$ cat src/rtl/audio_pkg.sv
`default_nettype none
// +----------------------------------------------------------------------+
// | audio_pkg                                                            |
// | Shared constants for the board audio path (PDM capture, tone output) |
// | Revision: 1.0                                                        |
// +----------------------------------------------------------------------+
package audio_pkg;

   localparam int SYS_CLK_HZ  = 100_000_000;
   localparam int PDM_CLK_DIV = 25;
   localparam int PDM_DECIM   = 128;
   localparam int PCM_W       = 8;

   // Counter width able to hold 0..n-1, never narrower than one bit.
   function automatic int cnt_w(input int n);
      return (n <= 1) ? 1 : $clog2(n);
   endfunction

endpackage
`default_nettype wire

$ cat src/rtl/pdm_mic_rx_if.sv
`default_nettype none
// +----------------------------------------------------------------------+
// | pdm_mic_rx_if                                                        |
// | PCM sample handshake between the PDM receiver and its consumer       |
// | Revision: 1.0                                                        |
// +----------------------------------------------------------------------+
interface pdm_mic_rx_if
   import audio_pkg::*;
#(
   parameter int W = PCM_W
);

   logic [W-1:0] sample;
   logic         sample_valid;
   logic         sample_ready;
   logic         overrun;

   modport master (
      output sample,
      output sample_valid,
      output overrun,
      input  sample_ready
   );

   modport slave (
      input  sample,
      input  sample_valid,
      input  overrun,
      output sample_ready
   );

endinterface
`default_nettype wire

$ cat src/rtl/pdm_clkgen.sv
`default_nettype none
// +----------------------------------------------------------------------+
// | pdm_clkgen                                                           |
// | Mic clock divider with a strobe in the cycle before each fall        |
// | Revision: 1.0                                                        |
// +----------------------------------------------------------------------+
module pdm_clkgen
   import audio_pkg::*;
#(
   parameter int CLK_DIV = PDM_CLK_DIV
) (
   input  logic clk,
   input  logic rst,
   input  logic en,
   output logic m_clk,
   output logic strobe
);

   localparam int                c_HC_W    = cnt_w(CLK_DIV);
   localparam logic [c_HC_W-1:0] c_HC_LAST = c_HC_W'(CLK_DIV - 1);

   logic [c_HC_W-1:0] r_hc;
   logic              r_m_clk;

   always_ff @(posedge clk) begin
      if (rst || !en) begin
         r_hc    <= '0;
         r_m_clk <= 1'b0;
      end else if (r_hc == c_HC_LAST) begin
         r_hc    <= '0;
         r_m_clk <= ~r_m_clk;
      end else begin
         r_hc    <= r_hc + 1'b1;
      end
   end

   assign m_clk = r_m_clk;
   // Mic data is valid while M_CLK is high, so sample just before it falls.
   assign strobe = en && r_m_clk && (r_hc == c_HC_LAST);

endmodule
`default_nettype wire

$ cat src/rtl/pdm_mic_rx.sv
`default_nettype none
// +----------------------------------------------------------------------+
// | pdm_mic_rx                                                           |
// | PDM mic capture: clock gen, sync, boxcar decimator, PCM handshake    |
// | Revision: 1.0                                                        |
// +----------------------------------------------------------------------+
module pdm_mic_rx
   import audio_pkg::*;
#(
   parameter int CLK_DIV = PDM_CLK_DIV,
   parameter int DECIM   = PDM_DECIM,
   parameter int OUT_W   = $clog2(DECIM + 1)
) (
   input  logic             clk,
   input  logic             rst,
   input  logic             en,
   input  logic             M_DATA,
   output logic             M_CLK,
   output logic             M_LR_SEL,
   pdm_mic_rx_if.master     pcm
);

   localparam int                c_BC_W    = cnt_w(DECIM);
   localparam logic [c_BC_W-1:0] c_BC_LAST = c_BC_W'(DECIM - 1);

   logic [1:0]       r_sync;
   logic [c_BC_W-1:0] r_bc;
   logic [OUT_W-1:0] r_acc;
   logic [OUT_W-1:0] r_sample;
   logic             r_valid;
   logic             r_overrun;

   logic             w_m_clk;
   logic             w_strobe;
   logic             w_d;
   logic             w_win_end;
   logic [OUT_W-1:0] w_result;

   pdm_clkgen #(
      .CLK_DIV (CLK_DIV)
   ) u_clkgen (
      .clk    (clk),
      .rst    (rst),
      .en     (en),
      .m_clk  (w_m_clk),
      .strobe (w_strobe)
   );

   assign w_d       = r_sync[1];
   assign w_result  = r_acc + OUT_W'(w_d);
   assign w_win_end = w_strobe && (r_bc == c_BC_LAST);

   always_ff @(posedge clk) begin
      if (rst) begin
         r_sync <= '0;
      end else begin
         r_sync <= {r_sync[0], M_DATA};
      end
   end

   // Dropping en discards the partial window exactly like a reset does.
   always_ff @(posedge clk) begin
      if (rst || !en) begin
         r_bc  <= '0;
         r_acc <= '0;
      end else if (w_strobe) begin
         if (r_bc == c_BC_LAST) begin
            r_bc  <= '0;
            r_acc <= '0;
         end else begin
            r_bc  <= r_bc + 1'b1;
            r_acc <= w_result;
         end
      end
   end

   // A new result always wins; overrun flags a value lost to backpressure.
   always_ff @(posedge clk) begin
      if (rst) begin
         r_sample  <= '0;
         r_valid   <= 1'b0;
         r_overrun <= 1'b0;
      end else if (w_win_end) begin
         r_sample <= w_result;
         r_valid  <= 1'b1;
         if (r_valid && !pcm.sample_ready) begin
            r_overrun <= 1'b1;
         end
      end else if (r_valid && pcm.sample_ready) begin
         r_valid <= 1'b0;
      end
   end

   assign M_CLK            = w_m_clk;
   assign M_LR_SEL         = 1'b0;
   assign pcm.sample       = r_sample;
   assign pcm.sample_valid = r_valid;
   assign pcm.overrun      = r_overrun;

endmodule
`default_nettype wire

$ cat src/flat_wrapper.sv
// flat-port wrapper written by rule: the top's interface ports become plain ports
module pdm_mic_rx_flat import audio_pkg::*;
#(
   parameter int CLK_DIV = PDM_CLK_DIV,
   parameter int DECIM   = PDM_DECIM,
   parameter int OUT_W   = $clog2(DECIM + 1)
)
  (clk, rst, en, M_DATA, M_CLK, M_LR_SEL, pcm_sample, pcm_sample_valid, pcm_overrun, pcm_sample_ready);
  pdm_mic_rx_if #(.W(OUT_W)) pcm_i ();
  input  logic clk;
  input  logic rst;
  input  logic en;
  input  logic M_DATA;
  output logic M_CLK;
  output logic M_LR_SEL;
  output wire logic [$bits(pcm_i.sample)-1:0] pcm_sample;
  output wire logic [$bits(pcm_i.sample_valid)-1:0] pcm_sample_valid;
  output wire logic [$bits(pcm_i.overrun)-1:0] pcm_overrun;
  input wire logic [$bits(pcm_i.sample_ready)-1:0] pcm_sample_ready;
  assign pcm_sample = pcm_i.sample;
  assign pcm_sample_valid = pcm_i.sample_valid;
  assign pcm_overrun = pcm_i.overrun;
  assign pcm_i.sample_ready = pcm_sample_ready;
  pdm_mic_rx #(.CLK_DIV(CLK_DIV), .DECIM(DECIM), .OUT_W(OUT_W)) u_core (.clk(clk), .rst(rst), .en(en), .M_DATA(M_DATA), .M_CLK(M_CLK), .M_LR_SEL(M_LR_SEL), .pcm(pcm_i));
endmodule
$ cat config.mk
export PLATFORM = sky130hd
export DESIGN_NAME = pdm_mic_rx_flat
export DESIGN_NICKNAME = d
export VERILOG_FILES = /design/src/rtl/audio_pkg.sv /design/src/rtl/pdm_mic_rx_if.sv /design/src/rtl/pdm_clkgen.sv /design/src/rtl/pdm_mic_rx.sv /design/src/flat_wrapper.sv
export SDC_FILE = /design/constraint.sdc
export NUM_CORES = 1
export LEC_CHECK = 0
export BUFFER_PORTS_ARGS = -buffer_cell sky130_fd_sc_hd__buf_4
export CORE_ASPECT_RATIO = 1.5
export CORE_MARGIN = 2
export CORE_UTILIZATION = 50
export CTS_BUF_LIST = sky130_fd_sc_hd__clkbuf_4
export DETAILED_ROUTE_END_ITERATION = 16
export GPL_TIMING_DRIVEN = 0
export HOLD_SLACK_MARGIN = 0.12
export PLACE_DENSITY = 0.7
export SYNTH_ARGS = -nofsm -noshare
export SYNTH_HDL_FRONTEND = slang
export SYNTH_HIERARCHICAL = 1
export SYNTH_SLANG_ARGS = --single-unit
$ cat constraint.sdc
create_clock -name clk -period 3.5 [get_ports clk]
set_input_delay 0.7 -clock clk [delete_from_list [all_inputs] [get_ports clk]]
set_output_delay 0.7 -clock clk [all_outputs]
set_load 0.02 [all_outputs]
==> results of run 1 <==
cell usage after synthesis (2+ instances only):
library cell	instances	area share
nor2b_1	3	0.013
xnor2_1	2	0.012
nand3_1	9	0.030
o21ai_0	11	0.037
nand2b_1	6	0.025
nand2_1	8	0.020
a311oi_1	2	0.012
a211oi_1	3	0.015
ha_1	5	0.042
a21oi_1	17	0.057
nand4_1	5	0.021
buf_2	5	0.017
buf_4	2	0.010
inv_1	3	0.0075
nor2_1	12	0.030
or3_1	8	0.033
dfxtp_1	33	0.44
o211ai_1	3	0.015
xor2_1	10	0.058
through the flow:
stage / setup WS [ns] / power, mW / hold slack, ns / util
after floorplan: 1.84 / 0.399 / 0.414 / -
after CTS: 1.62 / 0.605 / 0.450 / 0.592
after global routing: 1.43 / 0.625 / 0.471 / 0.592
final: 1.60 / 0.596 / 0.445 / 0.592
after detailed placement: 1.53 / 0.406 / 0.428 / 0.576
after global placement: 1.56 / 0.406 / 0.420 / 0.576
how the worst max path moves through the flow:
stage / from / depth (start not counted) / to
2_1_floorplan: en / 6 / u_core/r_acc[7]$_SDFFE_PP0P_
3_3_place_gp: en / 8 / u_core/r_acc[3]$_SDFFE_PP0P_
3_5_place_dp: en / 8 / u_core/r_bc[3]$_SDFFE_PP0P_
4_1_cts: u_core/u_clkgen/r_hc[0]$_SDFF_PP0_ / 9 / u_core/r_bc[3]$_SDFFE_PP0P_
5_1_grt: u_core/u_clkgen/r_hc[0]$_SDFF_PP0_ / 9 / u_core/r_acc[2]$_SDFFE_PP0P_
6_report: u_core/u_clkgen/r_hc[0]$_SDFF_PP0_ / 8 / u_core/r_acc[7]$_SDFFE_PP0P_
power groups by stage:
stage | combinational (mW) | sequential, mW | clock (mW)
final | 0.0185 | 0.379 | 0.199
after CTS | 0.0188 | 0.379 | 0.208
after global placement | 0.0182 | 0.387 | 0
after detailed placement | 0.0188 | 0.387 | 0
after floorplan | 0.0116 | 0.387 | 0
after global routing | 0.0206 | 0.379 | 0.225
sequential cells by signal (all words and copies together) (netlist names):
name / flops
u_core/pcm.sample_valid: 1
u_core/r_acc: 8
u_core/u_clkgen/r_hc: 5
u_core/pcm.overrun: 1
u_core/r_sync: 2
u_core/pcm.sample: 8
u_core/r_bc: 7
u_core/u_clkgen/m_clk: 1
area by class of cell:
type,count,area share
Clock inverter,1,0.00220
Sequential cell,33,0.387
Clock buffer,6,0.0264
Multi-Input combinational cell,120,0.456
Timing Repair Buffer,15,0.0659
Tap cell,39,0.0286
Buffer,9,0.0278
Inverter,3,0.00659
kinds of logic (layout without fill, tap and decap cells):
| kind of cell | Yosys count | in the layout | share of synthesized area |
|---|---|---|---|
| flip-flops | 33 | 33 | 0.441 |
| AO/OA/AOI/OAI | 41 | 41 | 0.168 |
| other | 1 | 1 | 0.00250 |
| AND/OR/NAND/NOR | 60 | 60 | 0.231 |
| multiplexers | 1 | 1 | 0.00668 |
| XOR/XNOR | 12 | 12 | 0.0702 |
| adder cells (fa/ha/maj) | 5 | 5 | 0.0418 |
| buffers and inverters | 12 | 34 | 0.0393 |
routing by layer:
metal	wire [um]	vias up	track usage
li1	-	633	-
met4	65	0	0.108
met5	0	-	0
met1	1150	571	0.188
met3	106	6	0.0591
met2	1530	19	0.329
==> results_dict.tcl, run 1 <==
set metrics [dict create \
    timing_max_transition_violations_final 0 \
    worstSetupEndpointType "flip-flop" \
    vdd_ir_drop_max_mv 0.323 \
    drcViolationCount 0 \
    die_h_um 71.0 \
    total_switching_power_mw 0.130 \
    buffer_ports.inserted 15 \
    postRouteWirelength_um 2850 \
    cts_setup_buffers 0 \
    ctsResizeCount 0 \
    report.final.setup_viol 0 \
    clock_tree_from_tritoncts "yes" \
    setup_repair_after_global_routing_missed_its_margin "no" \
    path_cells "inv_1, ha_1, nand4b_4, nor2_1, buf_2, nand4_1, or3_1, a21oi_1" \
    syn2layout_area_growth_pct 14.0 \
    dp.cells 219 \
    vias_per_cell 5.44 \
    number_of_nets_still_failing_antenna_checks_after_routing 0 \
    fillCellCount 284 \
    synthesized_area_um2 1500 \
    timing.critical_path.fanout_max 8 \
    most_common_cell_after_layout_fill_and_taps_aside "dfxtp_1" \
    hp-class "flip-flop to flip-flop" \
    stdcell_count 226 \
    synthArstFlopShare 0 \
    place_area_um2 1660 \
    hold_path.startpoint "u_core/r_sync[0]$_SDFF_PP0_" \
    drt-pass1-iter-count 4 \
    number_of_storage_elements_in_the_synthesis_netlist 33 \
    syn-mean-instance-area_um2 9.08 \
    multi_input_area_um2 778 \
    synthesis.nets 175 \
    cts_max_level 2 \
    p_leak_nw 0.612 \
    gp_congestion 0.809 \
    regToRegStartpoint "u_core/u_clkgen/r_hc[0]$_SDFF_PP0_" \
    crit_slowest_cell "or3_1" \
    crit-reg2reg-capture "u_core/r_acc[7]$_SDFFE_PP0P_" \
    drt_iter0_drc 18 \
    critPathLaunchType "flip-flop" \
    finClkSkew_ns 0.00253 \
    grt-ovfl-total 0 \
    antenna_diodes 0 \
    drt-wirelength-per-cell_um 12.6 \
    floorplan.die_area_um2 3460 \
    die_w_um 48.7 \
    initial_util 0.520 \
    r2r_slack_ns 1.60 \
    finalHoldViolations 0 \
    final_design_area_no_fill_um2 1710 \
    place_hpwl_um 2080 \
    placement_rows 24 \
    timing.critical_path.max_delay_family "simple AND/OR/NAND/NOR gates" \
    post_synth_inst_count 165 \
    final_net_count 197 \
    cts_max_path_buffers 2 \
    grt_start_max_net_pins 11 \
    netlist-cell-type-count 37 \
    layout_common_cells "dfxtp_1, buf_4, a21oi_1, nor2_1, o21ai_0" \
    share_of_total_power_in_the_clock_network 0.334 \
    timing.setup.tns_ns 0 \
    timing.final.crit_share 0.542 \
    hold-path-endpoint "u_core/r_sync[1]$_SDFF_PP0_" \
    max-cap-violations 0 \
    core_um2 2880 \
    worst_skew_pair.late_latency_ns 0.33 \
    yosys_warnings 6 \
    synth.yosys.seq_area_share 0.441 \
    critPathRequiredTime_ns 3.77 \
    count_of_flip_flops_with_a_built_in_enable_after_synthesis 0 \
    status "finished, final reports clean" \
    min_period_ns 1.90 \
    crit_type "flip-flop to flip-flop" \
    hold_depth 1 \
    antenna_found_initial 0 \
    clock_sink_count 33 \
    cp.arrival_ns 2.17 \
    grt_util_all_layers 0.185 \
    p_seq_frac 0.635 \
    maxClockFrequency_mhz 527 \
    vias 1229 \
    grt_pass1_vias 1119 \
    design.portCount 17 \
    crit_path_max_incr_delay_ns 0.42 \
    cellInternalPower_mw 0.466 \
    grt_pass1_wl_um 4890 \
    cts.clk_slew.worst_paths_ns 0.09 \
    synth_ff_type "dfxtp_1" \
    worstRegToRegCells 8 \
    final_layout_size_suffix_gt1_frac 0.176 \
    cts_inserted_buffers 5 \
    combPwrFrac 0.031 \
    cts-hold-fix-buffers 0 \
    cp.buffers_inverters 2 \
    cts_root_buf "clkbuf_4" \
    seqCellArea_um2 661 \
    p_per_area_nw_per_um2 349 \
    power_switching_share 0.218 \
]
Power figures use the tool's default switching activity.
==> run 2, diff against run 1 <==
Clock period 3.5 ns to 1.9 ns, I/O delays scaled along.
==> results_dict.tcl, run 2 (synthesized netlist as in run 1, its figures left out) <==
set metrics [dict create \
    grt_pass1_wl_um 4890 \
    syn2layout_area_growth_pct 16.2 \
    maxClockFrequency_mhz 557 \
    die_h_um 71.0 \
    crit_slowest_cell "or3_1" \
    gr-usage-met3 0.0591 \
    worstSetupEndpointType "flip-flop" \
    drt_iter0_drc 30 \
    vias_per_cell 5.44 \
    finClkSkew_ns 0.00476 \
    most_common_cell_after_layout_fill_and_taps_aside "dfxtp_1" \
    report.final.setup_viol 0 \
    hp-class "primary input to flip-flop" \
    cts_inserted_buffers 5 \
    dp.cells 219 \
    status "finished, final reports clean" \
    number_of_nets_still_failing_antenna_checks_after_routing 0 \
    drt-wirelength-per-cell_um 12.9 \
    timing.final.crit_share 0.945 \
    antenna_diodes 0 \
    critPathRequiredTime_ns 2.18 \
    place_hpwl_um 2080 \
    clock_tree_from_tritoncts "yes" \
    buffer_ports.inserted 15 \
    globalRouteMet2Util 0.329 \
    crit_path_max_incr_delay_ns 0.39 \
    die_w_um 48.7 \
    antenna_found_initial 0 \
    grt_util_all_layers 0.185 \
    finalHoldViolations 0 \
    design.portCount 17 \
    finish.utilization 0.604 \
    p_per_area_nw_per_um2 633 \
    placement_rows 24 \
    max-cap-violations 0 \
    vias 1234 \
    final_layout_size_suffix_gt1_frac 0.207 \
    final_net_count 198 \
    p_leak_nw 0.615 \
    stdcell_count 227 \
    cp.arrival_ns 2.07 \
    core_um2 2880 \
    gp_congestion 0.809 \
    timing.setup.tns_ns 0 \
    grt_util_met1 0.188 \
    layout_common_cells "dfxtp_1, buf_4, a21oi_1, nor2_1, o21ai_0" \
    initial_util 0.520 \
    min_period_ns 1.80 \
    crit_type "flip-flop to flip-flop" \
    minimum_setup_slack_after_placement_ns 0.0212 \
    worst_skew_pair.late_latency_ns 0.33 \
    timing_max_transition_violations_final 0 \
    critPathLaunchType "flip-flop" \
    grt-ovfl-total 0 \
    timing.critical_path.fanout_max 8 \
    r2r_slack_ns 0.10 \
    cts_max_level 2 \
    grt_start_max_net_pins 11 \
    globalRoute.busiestLayer "met2" \
    postRouteWirelength_um 2920 \
    cts_max_path_buffers 2 \
    timing.final.ws_setup_ns 0.104 \
    floorplan.die_area_um2 3460 \
    grt_pass1_vias 1119 \
    drt-pass1-iter-count 4 \
    design_power_total_mw 1.10 \
    vdd_ir_drop_max_mv 0.593 \
    cts_root_buf "clkbuf_4" \
    cts.clk_slew.worst_paths_ns 0.09 \
    clock_sink_count 33 \
    path_cells "inv_1, ha_2, nand4b_4, nor2_2, buf_4, nand4_1, or3_1, a21oi_2" \
    drcViolationCount 0 \
]
==> run 2: cell types whose count changed in the layout (fill, tap and decap cells not counted) <==
cell      delta
a21o_2       +1
clkbuf_4     +1
nor2_1       -1
nand3_1      -1
buf_2        -2
a21oi_1      -1
a21o_1       -1
nor2_4       +1
ha_2         +1
nand3_2      +1
a21oi_2      +1
ha_1         -1
buf_4        +2
==> run 2: report_power, final <==
part	total, mW	leakage [nW]	internal, mW	switching (mW)
clock	0.369	0.0292	0.148	0.221
combinational	0.0352	0.319	0.0155	0.0197
sequential	0.697	0.266	0.695	0.00230
total	1.10	0.615	0.859	0.243
==> run 2: metal layers <==
metal,wire length [um],part of all wire
met5,0,0
met3,117,0.040
met1,1150,0.40
met4,92,0.031
met2,1560,0.53
==> run 2: final cells by class <==
class / count / area (um^2)
Buffer: 9 / 52.6
Clock buffer: 6 / 45.0
Clock inverter: 1 / 3.75
Fill cell: 283 / 1140
Inverter: 3 / 11.3
Multi-Input combinational cell: 120 / 798
Sequential cell: 33 / 661
Tap cell: 39 / 48.8
Timing Repair Buffer: 16 / 120
==> run 2: per-stage QoR <==
stage / cell area, um^2 / hold slack (ns)
floorplan: 1500 / 0.414
global placement: 1660 / 0.420
detailed placement: 1660 / 0.428
CTS: 1710 / 0.231
global route: 1740 / 0.233
finish: 1740 / 0.243
==> run 2: final timing paths <==
| kind | from | endpoint | cells after the start |
|---|---|---|---|
| max | u_core/u_clkgen/r_hc[0]$_SDFF_PP0_ | u_core/r_acc[7]$_SDFFE_PP0P_ | 8 |
| min | rst | u_core/r_sync[1]$_SDFF_PP0_ | 2 |
| max reg2reg | u_core/u_clkgen/r_hc[0]$_SDFF_PP0_ | u_core/r_acc[7]$_SDFFE_PP0P_ | 8 |
| min reg2reg | u_core/r_sync[0]$_SDFF_PP0_ | u_core/r_sync[1]$_SDFF_PP0_ | 1 |
==> run 2: worst max-delay path: cells and delay by family (launching register included) <==
| kind | cells | cell delay (ns) |
|---|---|---|
| AO/OA/AOI/OAI | 1 | 0.13 |
| flip-flops | 1 | 0.34 |
| AND/OR/NAND/NOR | 4 | 0.86 |
| adder cells (fa/ha/maj) | 1 | 0.19 |
| buffers and inverters | 2 | 0.21 |
==> run 2: what timing repair did <==
| action | 4_1_cts | 5_1_grt |
|---|---|---|
| hold buffers | 0 | 0 |
| setup buffers | 0 | 1 |
| hold endpoints to repair | 0 | 0 |
| endpoints found under the setup margin | 0 | 17 |
| gates resized for setup | 0 | 9 |
